--- src/rtl/cpu_pkg.sv ---
// Shared definitions for the multi-cycle CPU controller: FSM states, ISA field
// codes, datapath selector encodings and the branch/jump condition evaluator.
package cpu_pkg;

   typedef enum logic [3:0] {
      FETCH,
      DECODE,
      EXEC,
      WB,
      MEMRD,
      MEMWB,
      MEMWR,
      BRANCH,
      JUMP
   } state_e;

   localparam logic [3:0] OP_RTYPE   = 4'h0;
   localparam logic [3:0] OP_SPECIAL = 4'h4;
   localparam logic [3:0] OP_MOVI    = 4'hD;
   localparam logic [3:0] OP_BCOND   = 4'hC;
   localparam logic [3:0] OP_CMPI    = 4'hB;

   localparam logic [3:0] EXT_ADD   = 4'h5;
   localparam logic [3:0] EXT_CMP   = 4'hB;
   localparam logic [3:0] EXT_MOV   = 4'hD;
   localparam logic [3:0] EXT_LOAD  = 4'h0;
   localparam logic [3:0] EXT_STOR  = 4'h4;
   localparam logic [3:0] EXT_JAL   = 4'h8;
   localparam logic [3:0] EXT_JCOND = 4'hC;

   localparam logic [1:0] WD_MEM  = 2'b00;
   localparam logic [1:0] WD_PC1  = 2'b01;
   localparam logic [1:0] WD_IMM  = 2'b10;
   localparam logic [1:0] WD_ALU  = 2'b11;

   localparam logic [1:0] ALUA_PC    = 2'b00;
   localparam logic [1:0] ALUA_ZERO  = 2'b01;
   localparam logic [1:0] ALUA_RDEST = 2'b10;

   localparam logic ALUB_RSRC = 1'b0;
   localparam logic ALUB_IMM  = 1'b1;
   localparam logic MEM_PC    = 1'b0;
   localparam logic MEM_RSRC  = 1'b1;
   localparam logic PC_ALU    = 1'b0;
   localparam logic PC_RSRC   = 1'b1;
   localparam logic WA_LINK   = 1'b0;
   localparam logic WA_RDEST  = 1'b1;

   // Arithmetic/logic codes shared by the R-type opext field and the immediate opcode field.
   function automatic logic alu_code_valid(input logic [3:0] code);
      case (code)
         4'h1, 4'h2, 4'h3, 4'h5, 4'h6, 4'h7, 4'h9, 4'hA, 4'hB: alu_code_valid = 1'b1;
         default:                                              alu_code_valid = 1'b0;
      endcase
   endfunction

   // flags = {F,L,N,Z,C}
   function automatic logic cond_eval(input logic [3:0] cond, input logic [4:0] flags);
      logic f, l, n, z, c;
      {f, l, n, z, c} = flags;
      case (cond)
         4'h0:    cond_eval = z;
         4'h1:    cond_eval = ~z;
         4'h2:    cond_eval = c;
         4'h3:    cond_eval = ~c;
         4'h4:    cond_eval = l;
         4'h5:    cond_eval = ~l;
         4'h6:    cond_eval = n;
         4'h7:    cond_eval = ~n;
         4'h8:    cond_eval = f;
         4'h9:    cond_eval = ~f;
         4'hA:    cond_eval = ~l & ~z;
         4'hB:    cond_eval = l | z;
         4'hC:    cond_eval = ~n & ~z;
         4'hD:    cond_eval = n | z;
         4'hE:    cond_eval = 1'b1;
         default: cond_eval = 1'b0;
      endcase
   endfunction

endpackage

--- src/rtl/cpu_cond.sv ---
// Combinational condition evaluator for Bcond/Jcond: cond field against PSR flags.
module cpu_cond
   import cpu_pkg::*;
(
   input  logic [3:0] cond,
   input  logic [4:0] flags,
   output logic       taken
);

   always_comb begin
      taken = cond_eval(cond, flags);
   end

endmodule

--- src/rtl/cpu_controller.sv ---
// Multi-cycle CPU control FSM with instruction register and decode.
// Optional feature: define CTRL_JAL_EN to decode JAL; otherwise JAL is a NOP.
module cpu_controller
   import cpu_pkg::*;
#(
   parameter int unsigned WIDTH = 16
) (
   input  logic             clk,
   input  logic             reset,
   input  logic [WIDTH-1:0] mem_out,
   input  logic [4:0]       flags,
   output logic             wa_s,
   output logic             pc_s,
   output logic             alub_s,
   output logic             mem_s,
   output logic [1:0]       wd_s,
   output logic [1:0]       alua_s,
   output logic             pcen,
   output logic             regwrite,
   output logic             memwrite,
   output logic             irwrite,
   output logic             signext_sign,
   output logic [3:0]       opcode,
   output logic [3:0]       opext,
   output logic [3:0]       rdest_addr,
   output logic [3:0]       rsrc_addr,
   output logic [7:0]       imm
);

   state_e           state_q, state_d;
   logic [WIDTH-1:0] ir_q, ir_d;
   logic             idle_q, idle_d;
   logic             cond_taken;

   logic [3:0] ir_op, ir_ext;
   logic       is_reg_alu, is_imm_alu, is_cmp, imm_form;
   logic       is_mov, is_movi, is_load, is_stor, is_jcond, is_bcond;
`ifdef CTRL_JAL_EN
   logic       is_jal;
`endif

   cpu_cond u_cond (
      .cond  (ir_q[11:8]),
      .flags (flags),
      .taken (cond_taken)
   );

   always_ff @(posedge clk) begin
      if (reset) begin
         state_q <= FETCH;
         ir_q    <= '0;
         idle_q  <= 1'b1;
      end else begin
         state_q <= state_d;
         ir_q    <= ir_d;
         idle_q  <= idle_d;
      end
   end

   always_comb begin
      ir_op      = ir_q[15:12];
      ir_ext     = ir_q[7:4];
      imm_form   = (ir_op != OP_RTYPE);
      is_reg_alu = (ir_op == OP_RTYPE) && alu_code_valid(ir_ext);
      is_imm_alu = alu_code_valid(ir_op);
      is_cmp     = ((ir_op == OP_RTYPE) && (ir_ext == EXT_CMP)) || (ir_op == OP_CMPI);
      is_mov     = (ir_op == OP_RTYPE) && (ir_ext == EXT_MOV);
      is_movi    = (ir_op == OP_MOVI);
      is_load    = (ir_op == OP_SPECIAL) && (ir_ext == EXT_LOAD);
      is_stor    = (ir_op == OP_SPECIAL) && (ir_ext == EXT_STOR);
      is_jcond   = (ir_op == OP_SPECIAL) && (ir_ext == EXT_JCOND);
      is_bcond   = (ir_op == OP_BCOND);
`ifdef CTRL_JAL_EN
      is_jal     = (ir_op == OP_SPECIAL) && (ir_ext == EXT_JAL);
`endif
   end

   always_comb begin
      state_d      = state_q;
      ir_d         = ir_q;
      idle_d       = 1'b0;
      wa_s         = 1'b0;
      pc_s         = 1'b0;
      alub_s       = 1'b0;
      mem_s        = 1'b0;
      wd_s         = '0;
      alua_s       = '0;
      pcen         = 1'b0;
      regwrite     = 1'b0;
      memwrite     = 1'b0;
      irwrite      = 1'b0;
      signext_sign = 1'b0;
      opcode       = ir_q[15:12];
      opext        = ir_q[7:4];
      rdest_addr   = ir_q[11:8];
      rsrc_addr    = ir_q[3:0];
      imm          = ir_q[7:0];

      // The cycle after reset is held idle so the first FETCH follows release.
      if (!idle_q) begin
         case (state_q)
            FETCH: begin
               mem_s   = MEM_PC;
               irwrite = 1'b1;
               ir_d    = mem_out;
               alua_s  = ALUA_PC;
               alub_s  = ALUB_IMM;
               imm     = 8'h01;
               opcode  = OP_RTYPE;
               opext   = EXT_ADD;
               pcen    = 1'b1;
               state_d = DECODE;
            end
            DECODE: begin
               if (is_reg_alu || is_imm_alu)  state_d = EXEC;
               else if (is_mov || is_movi)    state_d = WB;
               else if (is_load)              state_d = MEMRD;
               else if (is_stor)              state_d = MEMWR;
               else if (is_bcond)             state_d = BRANCH;
               else if (is_jcond)             state_d = JUMP;
`ifdef CTRL_JAL_EN
               else if (is_jal)               state_d = JUMP;
`endif
               else                           state_d = FETCH;
            end
            EXEC: begin
               alua_s       = ALUA_RDEST;
               alub_s       = imm_form;
               signext_sign = imm_form;
               state_d      = WB;
            end
            WB: begin
               // ALU operands stay selected so alu_out is still valid while it is written.
               if (is_mov) begin
                  alua_s   = ALUA_ZERO;
                  alub_s   = ALUB_RSRC;
                  wd_s     = WD_ALU;
                  wa_s     = WA_RDEST;
                  regwrite = 1'b1;
               end else if (is_movi) begin
                  wd_s     = WD_IMM;
                  wa_s     = WA_RDEST;
                  regwrite = 1'b1;
               end else if (!is_cmp) begin
                  alua_s       = ALUA_RDEST;
                  alub_s       = imm_form;
                  signext_sign = imm_form;
                  wd_s         = WD_ALU;
                  wa_s         = WA_RDEST;
                  regwrite     = 1'b1;
               end
               state_d = FETCH;
            end
            MEMRD: begin
               mem_s   = MEM_RSRC;
               state_d = MEMWB;
            end
            MEMWB: begin
               mem_s    = MEM_RSRC;
               wd_s     = WD_MEM;
               wa_s     = WA_RDEST;
               regwrite = 1'b1;
               state_d  = FETCH;
            end
            MEMWR: begin
               mem_s    = MEM_RSRC;
               memwrite = 1'b1;
               state_d  = FETCH;
            end
            BRANCH: begin
               opcode = OP_RTYPE;
               opext  = EXT_ADD;
               if (cond_taken) begin
                  pcen         = 1'b1;
                  pc_s         = PC_ALU;
                  alua_s       = ALUA_PC;
                  alub_s       = ALUB_IMM;
                  signext_sign = 1'b1;
               end
               state_d = FETCH;
            end
            JUMP: begin
`ifdef CTRL_JAL_EN
               if (is_jal) begin
                  pcen     = 1'b1;
                  pc_s     = PC_RSRC;
                  regwrite = 1'b1;
                  wa_s     = WA_LINK;
                  wd_s     = WD_PC1;
               end else
`endif
               if (cond_taken) begin
                  pcen = 1'b1;
                  pc_s = PC_RSRC;
               end
               state_d = FETCH;
            end
            default: state_d = FETCH;
         endcase
      end
   end

endmodule

--- config.mk ---
export PLATFORM = sky130hd
export DESIGN_NAME = cpu_controller
export DESIGN_NICKNAME = d
export VERILOG_FILES = /design/src/rtl/cpu_pkg.sv /design/src/rtl/cpu_cond.sv /design/src/rtl/cpu_controller.sv
export SDC_FILE = /design/constraint.sdc
export NUM_CORES = 1
export LEC_CHECK = 0
export CORE_ASPECT_RATIO = 1.5
export CORE_MARGIN = 10
export CORE_UTILIZATION = 41
export DETAILED_ROUTE_END_ITERATION = 10
export PLACE_DENSITY = 0.75
export SLEW_MARGIN = 20
export SYNTH_ARGS = -nofsm -noshare
export SYNTH_HDL_FRONTEND = slang
export SYNTH_HIERARCHICAL = 1
export SYNTH_SLANG_ARGS = --single-unit
--- constraint.sdc ---
create_clock -name clk -period 2.4 [get_ports clk]
set_clock_uncertainty 0.15 [all_clocks]
set_input_delay 0.48 -clock clk [delete_from_list [all_inputs] [get_ports clk]]
set_output_delay 0.48 -clock clk [all_outputs]
set_load 0.02 [all_outputs]
Word-level counts from Yosys, hierarchy flattened
Memories as Yosys holds them, arrays and structs flattened. A register that Yosys moved wholly into a read port is not among the register bits.
Index checks and enable logic that the tools add are counted.
{"block": "totals", "ff_bits": 21, "n_memories": 2, "mem_bits_ro": 32}
{"block": "classes", "bitwise": 10, "muxes": 52, "n_eq_ne": 30, "reduce_logical": 18}
{"name": "(name not given)", "words": 16, "width": 1, "read_ports": 1, "rd_ports_with_merged_regs": 1, "wr": 0, "line_no": "cpu_pkg.sv:51", "text": "case (code)"}
{"name": "(name not given)", "words": 16, "width": 1, "read_ports": 1, "rd_ports_with_merged_regs": 1, "wr": 0, "line_no": "cpu_pkg.sv:51"}
{"cell": "equality test 4 bit (second input constant)", "n": 14}
{"cell": "2-to-1 mux 4 bit", "n": 14}
{"cell": "equality test 4 x 3 -> 1 bit (second input constant)", "n": 10}
{"cell": "2-to-1 mux 1 bit", "n": 20}
{"cell": "2-to-1 mux 2 bit", "n": 9}
{"cell": "equality test 4 x 2 -> 1 bit (second input constant)", "n": 4}
{"cell": "logical NOT 4 bit", "n": 4}
{"cell": "2-to-1 mux 8 bit", "n": 2}
{"cell": "case mux 4 bit (4 select lines)", "n": 1}
{"cell": "case mux 1 bit (15 select lines)", "n": 1}
{"cell": "equality test 4 x 1 -> 1 bit (second input constant)", "n": 2}
{"cell": "logical AND 1 bit", "n": 6}
{"cell": "NOT 1 bit", "n": 6}
{"cell": "case mux 1 bit (2 select lines)", "n": 2}
{"cell": "case mux 1 bit (4 select lines)", "n": 1}
{"cell": "case mux 2 bit (2 select lines)", "n": 1}
{"cell": "nonzero test 4 bit", "n": 1}
{"cell": "OR reduction 2 bit", "n": 2}
{"cell": "logical OR 1 bit", "n": 3}
{"cell": "case mux 1 bit (3 select lines)", "n": 1}
{"cell": "OR reduction 3 bit", "n": 1}
{"cell": "AND 1 bit", "n": 2}
{"cell": "bitwise OR 1 bit", "n": 2}
{"cell": "AND reduction 2 bit", "n": 1}

Longest topological paths before layout
{"block": "depth", "depth_word": 9, "ltp_mapped": 9, "ltp_nobuf": 8}

Cells and area by module
The synthesis kept the hierarchy.
{"mod": "cpu_controller", "area_each_um2": 1508.9, "instances": 1, "cells_per_inst": 202, "seq_area_each_um2": 460.4}
{"mod": "cpu_cond", "area_each_um2": 180.2, "instances": 1, "cells_per_inst": 25, "seq_area_each_um2": 0.0}

Worst setup path after synthesis
No wires, ideal clock.
{"block": "synth_path", "path_kind": "register -> output", "startpoint": "register ir_q[8]", "endpoint": "output signext_sign", "n_path_buf": 1, "slack_ps": -351, "path_stages_with_launch": 10, "required_ps": 1770, "arrival_ps": 2121, "path_cell_list": "dfxtp_1 -> clkbuf_1 -> nor3b_1 -> a211oi_1 -> nor3_1 -> or4_1 -> nand3_1 -> o31ai_1 -> a21oi_1 -> nor4_1"}
{"block": "synth_between", "elab_chain_cells": 5, "word_cells_on_any_way": 19}
{"item": "start: declaration", "line_no": "cpu_controller.sv:31", "text": "logic [WIDTH-1:0] ir_q, ir_d;"}
{"item": "start signal: assignment", "line_no": "cpu_controller.sv:55", "text": "ir_q <= ir_d;"}
{"item": "equality test 4 bit (tied with other cells)", "line_no": "cpu_pkg.sv:61", "text": "case (cond)"}
{"item": "case mux 1 bit (15 select lines) (*)", "line_no": "cpu_pkg.sv:61"}
{"item": "via cond_taken", "line_no": "cpu_controller.sv:33", "text": "logic cond_taken;"}
{"item": "2-to-1 mux 1 bit (*)", "line_no": "cpu_controller.sv:173", "text": "if (cond_taken) begin"}
{"item": "case mux 1 bit (3 select lines) (*)", "line_no": "cpu_controller.sv:101", "text": "case (state_q)"}
{"item": "2-to-1 mux 1 bit (*)", "line_no": "cpu_controller.sv:100", "text": "if (!idle_q) begin"}
{"item": "end: declaration", "line_no": "cpu_controller.sv:22", "text": "output logic signext_sign,"}
Mark *: on every way through the listed nets, which the timed path passes. The rest lies on a longest branch.

Worst setup path after layout
{"block": "layout_path", "startpoint": "register ir_q[10]", "endpoint": "output signext_sign"}
The elaborated chain is that of the path after synthesis.

==> flow_summary.rst <==
.. list-table::
   :header-rows: 1

   * - Metric
     - Value
   * - Final period utilization
     - 123%
   * - Number of sinks driven by the clock tree
     - 23
   * - Nets
     - 347
   * - Worst reg2reg path startpoint
     - state_q[1]$_SDFFE_PP0N_
   * - Core Area
     - 3960 µm²
   * - Number of hold violations in the final report
     - 0
   * - Die Span X
     - approximately 72 µm
   * - Slew margin rel.
     - 58.3%
   * - Number of buffers created by CTS
     - 3
   * - Residual antenna-violating net count after detailed routing
     - 0
   * - Internal reg-to-reg setup slack
     - 0.28 ns
   * - Bufs on Longest Clock Path
     - 2
   * - Maximum clock rate
     - 340 MHz
   * - Leading register cell type out of synthesis
     - sky130_fd_sc_hd__dfxtp_1
   * - HPWL after detailed placement
     - 3.88 mm
   * - Vias post-DR
     - 1952
   * - Hold/Removal Path Class
     - reg -> reg
   * - Clock tree from TritonCTS
     - yes
   * - Run status
     - finished with violations
   * - Final number of max-transition violations
     - 0
   * - Critical-path cell list
     - inv_2, o311a_1, o311a_1, or4_4, nand3_2, o31ai_2, a21oi_2, nor4_2, buf_4
   * - Worst setup slack after placement
     - -1.27 ns
   * - Cell types with the largest area share after synthesis
     - sky130_fd_sc_hd__dfxtp_1, sky130_fd_sc_hd__nand2_1, sky130_fd_sc_hd__a21oi_2, sky130_fd_sc_hd__a21oi_1, sky130_fd_sc_hd__buf_4
   * - Final routed DRC violation total
     - 0
   * - Hold-fix buffers, CTS
     - 0
   * - Starting utilization of the core area
     - 42.7%
   * - Post-synth cell types
     - 54
   * - Maximum fanout along the worst path
     - 5
   * - Synthesis Warnings
     - 6
   * - Number of top-level design ports
     - 60
   * - Cell area power density
     - 403 nW/µm²
   * - Pwr Total
     - 1.14 mW
   * - CTS clock-pin slew for the worst setup and hold paths
     - 0.08 ns
   * - Top-area cell type share of the netlist area
     - 27.3%
   * - Finish-stage setup viols
     - 9
   * - Die area
     - 7140 µm²
   * - Endpoint arrival time on the critical path
     - approximately 2.3 ns
   * - DP Area
     - 2530 µm²
   * - Antenna cell count
     - 0
   * - Type of destination of the critical path
     - primary output
   * - Maximum number of pins on one net before global-route repair
     - 19
   * - Wirelength, routed
     - 5.38 mm
   * - CP Data Required Time
     - 1.77 ns
   * - Total overflow reported by the global router
     - 0
   * - Cell with the most instances after synthesis
     - sky130_fd_sc_hd__nand2_1
   * - Unrepaired setup endpoints after global routing
     - yes
   * - Failing checks
     - setup timing
   * - Startpoint of the most critical setup path
     - ir_q[10]$_SDFFE_PP0N_
   * - Number of levels in the clock H-tree
     - 1
   * - Fraction of final layout cells sized beyond drive strength 1
     - between 40% and 50%
   * - Max-capacitance violation count
     - 0
   * - Chip height
     - 98.6 µm
   * - Worst slew pin tran
     - roughly 0.62 ns
   * - Post-synthesis sequential element count
     - 23
   * - Number of enable-type register cells in the synthesized netlist
     - 0
   * - Peak supply drop
     - 0.464 mV
   * - Number of iterations in the first detailed-routing pass
     - 4
   * - First-pass GRT wire length
     - 8.41 mm
   * - Mean post-synth cell area
     - 7.44 µm²
   * - Netlist area before placement
     - 1690 µm²
   * - Per-cell routed wire length
     - 14.6 µm
   * - Number of placement rows
     - 28
   * - Leakage component of the power
     - 1.29 nW
   * - Proportion of synthesized chip area in sequential cells
     - 27.3%
   * - Type of the worst setup path
     - reg -> out
   * - Worst min-delay path startpoint
     - ir_q[0]$_SDFFE_PP0N_
   * - Source-to-sink clock delay at the later pin of the worst-skew pair
     - 0.26 ns
   * - Critical path's largest stage delay
     - 0.43 ns
   * - GPL Wtd Cong
     - 0.809
   * - Cell chosen for the clock root
     - sky130_fd_sc_hd__clkbuf_8
   * - Synthesized instance count
     - 227
   * - CP Launch Type
     - register
   * - Net count after synthesis
     - 250
   * - DR iter-0 viols
     - slightly below 100
   * - Worst path setup slack after routing
     - -0.543 ns
   * - IO buf count
     - 59
   * - Initial antenna violation count
     - 0
   * - Via count of the first global-routing pass
     - 1913
   * - P&R area growth vs syn
     - 66.9%
   * - Cell mode on critical path
     - sky130_fd_sc_hd__o311a_1
   * - Asr flop ratio synth
     - 0%
   * - GR Util All Layers
     - 13.9%
   * - Most common library cells after synthesis
     - sky130_fd_sc_hd__nand2_1, sky130_fd_sc_hd__dfxtp_1, sky130_fd_sc_hd__a21oi_1
   * - Cell type contributing the most total cell area after synthesis
     - sky130_fd_sc_hd__dfxtp_1
   * - Minimum clock period
     - 2.94 ns
   * - Per-cell via count in the routed design
     - 5.30
   * - Post-route cell area
     - 2820 µm²
   * - Slowest-stage cell, CP
     - sky130_fd_sc_hd__or4_4
## metal layers
layer	part of all wire (%)	up-vias	GRT usage [%]
met5	0	-	0
met4	1.9	0	6.16
met3	5.3	6	2.81
met2	56	45	26.7
met1	37	922	13.6
li1	-	979	-
## sequential cells by signal, indices dropped and copies added (netlist names), named ones only
name	flops
idle_q	1
ir_q	16
is_imm_alu	1
state_q	4
## cell type report
type | instances | area [µm²]
clock inverters | 1 | 5.00
well taps | 45 | 56.3
clock buffers | 3 | 41.3
multi-input cells | 163 | 1140
repair buffers | 119 | 1050
flip-flops and latches | 23 | 472
fillers | 309 | 1140
inverters | 14 | 53.8
## placed cells by master (no fill, tap or decap), types with 3 or more instances in the layout
cell                              instances
sky130_fd_sc_hd__nor3b_1                  5
sky130_fd_sc_hd__nand2_2                  9
sky130_fd_sc_hd__clkdlybuf4s50_1         25
sky130_fd_sc_hd__nor2_1                  13
sky130_fd_sc_hd__nor4_1                   5
sky130_fd_sc_hd__a21oi_1                 13
sky130_fd_sc_hd__clkbuf_2                 5
sky130_fd_sc_hd__nand2_4                  7
sky130_fd_sc_hd__xor2_1                   3
sky130_fd_sc_hd__buf_6                   15
sky130_fd_sc_hd__dfxtp_2                  6
sky130_fd_sc_hd__inv_1                    5
sky130_fd_sc_hd__a21oi_2                 11
sky130_fd_sc_hd__buf_4                   55
sky130_fd_sc_hd__o211ai_1                 5
sky130_fd_sc_hd__or2_2                    3
sky130_fd_sc_hd__inv_2                    8
sky130_fd_sc_hd__nor3_1                   7
sky130_fd_sc_hd__nand2b_1                 3
sky130_fd_sc_hd__dfxtp_1                 16
sky130_fd_sc_hd__nand2_1                 25
sky130_fd_sc_hd__clkbuf_8                 3
sky130_fd_sc_hd__dlygate4sd2_1            5
sky130_fd_sc_hd__nor2b_1                  4
sky130_fd_sc_hd__buf_2                    5
## stage by stage
step	hold WS, ns	utilization (%)	cells	TNS (ns)
detailed placement	0.322	64.0	352	-6.88
CTS	0.335	65.9	362	-2.90
global placement	0.313	64.0	352	-6.72
global route	0.375	71.2	368	-2.86
floorplan	0.304	-	227	-0.826
finish	0.347	71.2	368	-2.06
## power by group
part           leakage (nW)  switching, mW  internal [mW]  total, mW
Combinational          1.07          0.218          0.239      0.457
Clock                0.0255          0.127          0.116      0.242
Sequential            0.192         0.0302          0.406      0.436
## cells by family (layout without fill, tap and decap cells)
family / Yosys count / count (layout) / synth area share [%]
and+or+nand+nor: 106 / 106 / 33.7
AOI/OAI and AO/OA: 52 / 52 / 22.4
buffers and inverters: 41 / 137 / 13.9
DFF: 23 / 23 / 27.3
xor gates and xnor gates: 3 / 3 / 1.56
adders and majority gates: 1 / 1 / 0.593
muxes: 1 / 1 / 0.593
## worst paths after layout
| kind | to | cells after the start |
|---|---|---|
| worst max-delay path | signext_sign | 9 |
| worst min-delay path | ir_q[0]$_SDFFE_PP0N_ | 2 |
| worst max register to register | register | 8 |
| worst min register to register | ir_q[0]$_SDFFE_PP0N_ | 2 |
## critical path: cells and delay by family (launching register included)
| family | cells | cell delay, ns |
|---|---|---|
| buffers and inverters | 2 | 0.20 |
| and+or+nand+nor | 3 | 0.59 |
| DFF | 1 | 0.37 |
| AOI/OAI and AO/OA | 4 | 0.89 |
## what timing repair did
item,CTS,global route
pin swaps,9,12
resized for setup,120,76
buffers inserted,6,6
endpoints found under the setup margin,29,28
Power figures use the tool's default switching activity.
